[src/rtl/rr_arbiter8way16.sv]
// Round-robin arbiter that shares one 16-bit bus among eight requesters A..H through an internal 8-way mux.
// Optional build macro: ARB_TIMEOUT_EN. When it is defined, a holder is forced off the bus after MAX_HOLD cycles if others wait.

module mux8way16 (
  input  logic [2:0]  sel_i,
  input  logic [15:0] a_i,
  input  logic [15:0] b_i,
  input  logic [15:0] c_i,
  input  logic [15:0] d_i,
  input  logic [15:0] e_i,
  input  logic [15:0] f_i,
  input  logic [15:0] g_i,
  input  logic [15:0] h_i,
  output logic [15:0] y_o
);
  logic [15:0] in_w     [8];
  logic [15:0] masked_w [8];

  assign in_w[0] = a_i;
  assign in_w[1] = b_i;
  assign in_w[2] = c_i;
  assign in_w[3] = d_i;
  assign in_w[4] = e_i;
  assign in_w[5] = f_i;
  assign in_w[6] = g_i;
  assign in_w[7] = h_i;

  // AND-OR mux: exactly one leg is enabled by the decoded select.
  genvar gi;
  generate
    for (gi = 0; gi < 8; gi++) begin : g_leg
      assign masked_w[gi] = (sel_i == 3'(gi)) ? in_w[gi] : 16'h0000;
    end
  endgenerate

  always_comb begin
    y_o = 16'h0000;
    for (int k = 0; k < 8; k++) begin
      y_o = y_o | masked_w[k];
    end
  end
endmodule

module rr_arbiter8way16 #(
  parameter int MAX_HOLD = 4
) (
  input  logic        CLK,
  input  logic        RESET,
  input  logic [7:0]  REQ,
  input  logic [15:0] A,
  input  logic [15:0] B,
  input  logic [15:0] C,
  input  logic [15:0] D,
  input  logic [15:0] E,
  input  logic [15:0] F,
  input  logic [15:0] G,
  input  logic [15:0] H,
  output logic [7:0]  GNT,
  output logic [2:0]  SEL,
  output logic        VALID,
  output logic [15:0] Y
);
  typedef enum logic {ST_IDLE, ST_BUSY} state_t;

  state_t      state_q;
  logic [7:0]  gnt_q;
  logic [2:0]  sel_q;
  logic [2:0]  ptr_q;
  logic [3:0]  hold_q;

  logic [7:0]  req_others_w;
  logic [3:0]  pick_idle_w;
  logic [3:0]  pick_next_w;
  logic        release_w;
  logic        timeout_w;
  logic [15:0] mux_y_w;

  // Returns {found, index} of the first set bit scanning start, start+1, ... with wrap.
  function automatic logic [3:0] rr_pick(input logic [7:0] req, input logic [2:0] start);
    logic [15:0] dbl;
    logic [7:0]  rot;
    logic [3:0]  res;
    dbl = {req, req};
    rot = dbl[start +: 8];
    res = 4'b0000;
    for (int k = 7; k >= 0; k--) begin
      if (rot[k]) res = {1'b1, start + 3'(k)};
    end
    return res;
  endfunction

  assign req_others_w = REQ & ~(8'd1 << sel_q);
  assign pick_idle_w  = rr_pick(REQ, ptr_q);
  assign pick_next_w  = rr_pick(req_others_w, sel_q + 3'd1);
  assign release_w    = ~REQ[sel_q];

`ifdef ARB_TIMEOUT_EN
  assign timeout_w = REQ[sel_q] && (hold_q == 4'(MAX_HOLD)) && (|req_others_w);
`else
  assign timeout_w = 1'b0;
`endif

  always_ff @(posedge CLK or posedge RESET) begin
    if (RESET) begin
      state_q <= ST_IDLE;
      gnt_q   <= 8'h00;
      sel_q   <= 3'd0;
      ptr_q   <= 3'd0;
      hold_q  <= 4'd0;
    end else begin
      case (state_q)
        ST_IDLE: begin
          if (|REQ) begin
            state_q <= ST_BUSY;
            gnt_q   <= 8'd1 << pick_idle_w[2:0];
            sel_q   <= pick_idle_w[2:0];
            hold_q  <= 4'd1;
          end
        end
        ST_BUSY: begin
          if (release_w || timeout_w) begin
            // Holder moves to the back of the order; hand over on this same edge.
            ptr_q <= sel_q + 3'd1;
            if (pick_next_w[3]) begin
              gnt_q  <= 8'd1 << pick_next_w[2:0];
              sel_q  <= pick_next_w[2:0];
              hold_q <= 4'd1;
            end else begin
              state_q <= ST_IDLE;
              gnt_q   <= 8'h00;
              hold_q  <= 4'd0;
            end
          end else if (hold_q != 4'(MAX_HOLD)) begin
            hold_q <= hold_q + 4'd1;
          end
        end
        default: begin
          state_q <= ST_IDLE;
          gnt_q   <= 8'h00;
        end
      endcase
    end
  end

  mux8way16 u_mux (
    .sel_i (sel_q),
    .a_i   (A),
    .b_i   (B),
    .c_i   (C),
    .d_i   (D),
    .e_i   (E),
    .f_i   (F),
    .g_i   (G),
    .h_i   (H),
    .y_o   (mux_y_w)
  );

  assign GNT   = gnt_q;
  assign SEL   = sel_q;
  assign VALID = |gnt_q;
  assign Y     = VALID ? mux_y_w : 16'h0000;
endmodule
[config.mk]
export PLATFORM = sky130hd
export DESIGN_NAME = rr_arbiter8way16
export DESIGN_NICKNAME = d
export VERILOG_FILES = /design/src/rtl/rr_arbiter8way16.sv
export SDC_FILE = /design/constraint.sdc
export NUM_CORES = 1
export LEC_CHECK = 0
export CAP_MARGIN = 40
export CORE_MARGIN = 4
export CORE_UTILIZATION = 47
export CTS_CLUSTER_DIAMETER = 100
export DETAILED_ROUTE_END_ITERATION = 7
export PLACE_DENSITY = 0.89
export SYNTH_ARGS = -nofsm -noshare
export SYNTH_HDL_FRONTEND = slang
export SYNTH_SLANG_ARGS = --single-unit
[constraint.sdc]
create_clock -name CLK -period 7.47 [get_ports CLK]
set_clock_uncertainty 0.1 [all_clocks]
set_input_delay 1.494 -clock CLK [delete_from_list [all_inputs] [get_ports CLK]]
set_output_delay 1.494 -clock CLK [all_outputs]
set_load 0.05 [all_outputs]
* Word-level counts from Yosys, hierarchy flattened
Cells that the tools add are included.
Storage, ports and cells: register bits 15, bits in latches 0, memory bits (writable) 0, memory bits (read-only) 0, bits of input ports 138, output and inout bits 28, word-level logic and storage cells 91, memories 0
Cells by class: add/sub/neg operators 15, $mul 0, divide/modulo/power cells 0, $lt $le $gt $ge 1, equality and inequality tests 10, shift-type cells 5, muxes and demuxes 39, bitwise gates (word level) 11, reductions and logical operators 6
Operators with widths (number):
- 16-bit 2-to-1 mux | 9
- 16-bit bitwise OR | 7
- 3-bit 2-to-1 mux | 11
- 4-bit 2-to-1 mux | 8
- 16-bit by 4-bit variable part select with 8-bit output | 2
- 3-bit adder (second input constant) | 8
- 8-bit 2-to-1 mux | 3
- 1-bit by 3-bit << shifter with 8-bit output (first input constant) | 3
- 8-bit case mux with 2 select lines | 1
- 8-bit OR reduction | 2
- 3-bit by 2-bit adder with 3-bit output (second input constant) | 4
- 3-bit == test (second input constant) | 4
- 3-bit by 1-bit adder with 3-bit output (second input constant) | 3
- 8-bit bitwise AND | 1
- 8-bit NOT | 1
- 3-bit by 2-bit == test with 1-bit output (second input constant) | 2
- 3-bit case mux with 2 select lines | 1
- 3-bit by 4-bit < comparator with 1-bit output (second input constant) | 1
- 1-bit 2-to-1 mux | 4
- 2-bit inequality test (second input constant) | 2
- 2-bit AND reduction | 2
- 1-bit binary-select mux with 3-bit select | 1
- 3-bit by 1-bit == test with 1-bit output (second input constant) | 1
- 3-bit zero test | 1
- 4 further kinds | 5

* Logic depth before layout (Yosys ltp)
depth in word-level cells 16, depth in mapped cells 14, mapped depth without buffers 10

* Modules after synthesis
From an unflattened synthesis, not the netlist that was laid out.
Second synthesis, totals: cells, all modules 403, area total of the unflattened synthesis 3898.7 µm²
By module, submodules not included:
- rr_arbiter8way16 | times used 1, cells each 346, area each 2827.7 µm², sequential area each 375.4 µm²
- mux8way16 | times used 1, cells each 57, area each 1071.0 µm², sequential area each 0.0 µm²

* Least setup slack after synthesis
No wires, ideal clock.
kind register -> output, from register sel_q[0], in the netlist SEL[0], to output port Y[10], arrival 3.091 ns, data required time 5.876 ns, setup slack 2.785 ns, stages on the path, launching flop included 10, path buffers 4, cells stage by stage dfrtp_1 > buf_4 > buf_2 > inv_1 > ha_1 > clkbuf_1 > clkbuf_1 > a222oi_1 > a21o_1 > a21oi_1
Between the ends: cells in the longest elaborated chain, start to end 10, elaborated cells on any way between the ends 24, classes of those cells 7 x eq/ne; 9 x mux; 7 x bitwise; 1 x reduce/logical
RTL lines:
- start: declaration | RTL line 67 | logic [2:0] sel_q;
- start signal: assignment | RTL line 116 | sel_q <= pick_idle_w[2:0];
- start signal: assignment | RTL line 126 | sel_q <= pick_next_w[2:0];
- 3-bit by 1-bit == test with 1-bit output or 3-bit zero test (tied branches) | RTL line 32 | assign masked_w[gi] = (sel_i == 3'(gi)) ? in_w[gi] : 16'h0000;
- 16-bit 2-to-1 mux | RTL line 32
- 16-bit bitwise OR (6 in series) | RTL line 39 | y_o = y_o | masked_w[k];
- 16-bit bitwise OR * | RTL line 39
- 16-bit 2-to-1 mux * | RTL line 161 | assign Y = VALID ? mux_y_w : 16'h0000;
- end: declaration | RTL line 61 | output logic [15:0] Y
Every way passes the cells marked *; elsewhere a longest branch is shown, timed or not.

* Worst setup path after layout
from register sel_q[2], in the netlist SEL[2], to output port Y[0]
The elaborated chain is that of the path after synthesis.

==> impl_metrics.json <==
{
  "status": "complete, no violations",
  "cap_violations": 0,
  "setup_viol": 0,
  "die_x_um": 96.9,
  "wl_um": 16000,
  "cts_setup_buffers": 0,
  "area_growth_pct": 46.0,
  "numCtsBuffers": 3,
  "worstPathArrival_ps": 3450,
  "ant_nets": 0,
  "max_freq_mhz": 198,
  "synth_top_area_share_pct": 10.3,
  "synth-main-ff-cell": "dfrtp_1",
  "track_usage_pct": 32.1,
  "crit_fanout": 33,
  "synth_area_um2": 3710,
  "yosysTopAreaCell": "mux4_2",
  "io_buffer_count": 165,
  "die-height_um": 96.9,
  "vias": 4728,
  "worstSetupPathType": "reg2out",
  "hold_buffers": 0,
  "finalCriticalPeriod_ps": 5040,
  "drt_iter0_markers": 761,
  "cts_tree": "built",
  "die_area_um2": 9390,
  "antenna_found_initial": 0,
  "cp-start-kind": "flip-flop",
  "relSlewSlack_pct": 49.1,
  "std_cell_rows": 32,
  "seq_area_frac_synth_pct": 10.1,
  "yosysWarnings": 0,
  "insertion_delay_ps": 250,
  "synth_nets": 598,
  "hold_viol_final": 0,
  "io_pins": 166,
  "first_pass_iters": 7,
  "grt_pass1_vias": 4468,
  "synth_seq_cells": 15,
  "grt_max_degree": 39,
  "synth-edff-count": 0,
  "clk_pin_slew_ps": 60,
  "clock_sinks": 15,
  "synth_cell_types": 80,
  "avgSynthCellArea_um2": 8.25,
  "clockBufferDepth": 2,
  "gp_congestion": 1.00,
  "antenna_cells": 0,
  "overflow": 0,
  "finalMaxSlewViolations": 0,
  "hpwl_um": 12400,
  "synthTopCellsByArea": "mux4_2 (10%), dfrtp_1 (10%), a222oi_1 (9.2%)",
  "ctsResizeCount": 0,
  "cts_root_buffer": "clkbuf_8",
  "rsz0062_at_grt": "false",
  "hp-class": "reg2reg",
  "async_flop_share_pct": 100,
  "drc": 0,
  "wl_per_cell_um": 23.5,
  "finalSetupTns_ps": 0,
  "initial_utilization_pct": 48.3,
  "coreArea_um2": 7690,
  "h-tree-depth": 1,
  "routed_via_density": 6.93,
  "synthCells": 450,
  "drive_gt1_share_pct": 10.7,
  "worst_pin_slew_ps": 760,
  "nets": 729,
  "grt_pass1_wl_um": 24900,
  "end_kind": "output pin",
  "finalCritPeriodShare_pct": 67.5,
  "fillCellCount": 608,
  "cp.required_ps": 5880
}
==> cells in the final DEF, fill, tap and decap left out, drive strengths merged, types with 5 or more instances in the layout <==
master | netlist | routed
clkdlybuf4s50 | 0 | 165
nand2 | 41 | 41
a222oi | 34 | 34
a21oi | 26 | 26
nor2 | 25 | 25
a21o | 18 | 18
o21ai | 18 | 18
mux4 | 17 | 17
a221oi | 16 | 16
mux2i | 16 | 16
dfrtp | 15 | 15
inv | 15 | 15
o211ai | 14 | 14
mux2 | 12 | 12
nand2b | 11 | 11
ha | 10 | 10
nor2b | 8 | 8
o221ai | 8 | 8
buf | 23 | 7
o22ai | 5 | 5
a31oi | 5 | 5
o21a | 5 | 5
nand3 | 5 | 5
a22oi | 5 | 5
and2 | 5 | 5
nor4 | 5 | 5
==> worst max-delay path: stages (launching register included) <==
cell and delay (ps):
dfrtp_1 320, buf_4 350, inv_1 350, ha_1 550
a222oi_1 710, a21oi_1 140, clkdlybuf4s50_1 760
==> area by class of cell <==
| cell class | instances | area, µm² | share of cell area, % |
|---|---|---|---|
| Timing Repair Buffer | 172 | 1750 | 32.3 |
| Multi-Input combinational cell | 373 | 3060 | 56.5 |
| Inverter | 16 | 60.1 | 1.11 |
| Sequential cell | 15 | 375 | 6.93 |
| Tap cell | 102 | 128 | 2.35 |
| Clock buffer | 4 | 45.0 | 0.831 |
==> cells by family (layout without fill, tap and decap cells) <==
kind of cell,Yosys count,count (layout),synth area share (%)
multiplexers,45,45,18.7
AO/OA/AOI/OAI,196,196,42.6
adder cells (fa/ha/maj),10,10,3.37
AND/OR/NAND/NOR,119,119,17.0
buffers and inverters,62,192,7.48
flip-flops,15,15,10.1
XOR/XNOR,3,3,0.708
==> registers in the layout, indices dropped and copies added, names as in the netlist <==
| signal | flops |
|---|---|
| ptr_q | 3 |
| GNT | 8 |
| state_q | 1 |
| SEL | 3 |
==> layer usage <==
metal  vias to the layer above  track usage (%)  routed length (µm)
li1                       2108                -                   -
met1                      2224             46.7                6450
met2                       355             50.3                7450
met3                        41             4.69                1740
met4                         0             7.13                 365
met5                         -                0                   0
==> stage by stage <==
step / hold slack [ps] / util [%] / instance area, µm² / std cells / setup slack, ps
detailed placement: 398 / 69.9 / 5380 / 678 / 2430
global route: 461 / 70.5 / 5420 / 682 / 2310
CTS: 415 / 70.5 / 5420 / 682 / 2430
global placement: 399 / 69.0 / 5310 / 675 / 2460
floorplan: 614 / - / 3710 / 450 / 2780
finish: 417 / 70.5 / 5420 / 682 / 2430
==> synthesized netlist by cell type, types with 7 or more instances <==
library cell / number
o21ai_0: 13
mux4_2: 17
buf_2: 14
mux2_2: 11
dfrtp_1: 15
nor2b_1: 7
a21oi_1: 26
clkbuf_1: 22
o211ai_1: 12
inv_1: 14
nor2_1: 23
nand2_1: 41
a21o_1: 18
nand2b_1: 10
mux2i_1: 14
a222oi_1: 34
o221ai_1: 7
a221oi_1: 16
ha_1: 10
==> worst paths after layout <==
path                                         start              endpoint  slack (ps)  cells past startpoint
max in group asynchronous                    RESET  ptr_q[2]$_DFFE_PP0P_        5410                      2
worst max-delay path            SEL[2]$_DFFE_PP0P_                  Y[0]        2430                      6
worst max register to register  SEL[2]$_DFFE_PP0P_    GNT[6]$_DFFE_PP0P_        3000                     10
min in group asynchronous                    RESET    GNT[2]$_DFFE_PP0P_        1500                      2
worst min-delay path            GNT[4]$_DFFE_PP0P_    GNT[4]$_DFFE_PP0P_         420                      2
worst min register to register  GNT[4]$_DFFE_PP0P_    GNT[4]$_DFFE_PP0P_         420                      2
Power is left out: the tool's default activity adds up to more than one toggle a clock period on the data nets, which glitch-free logic cannot reach.
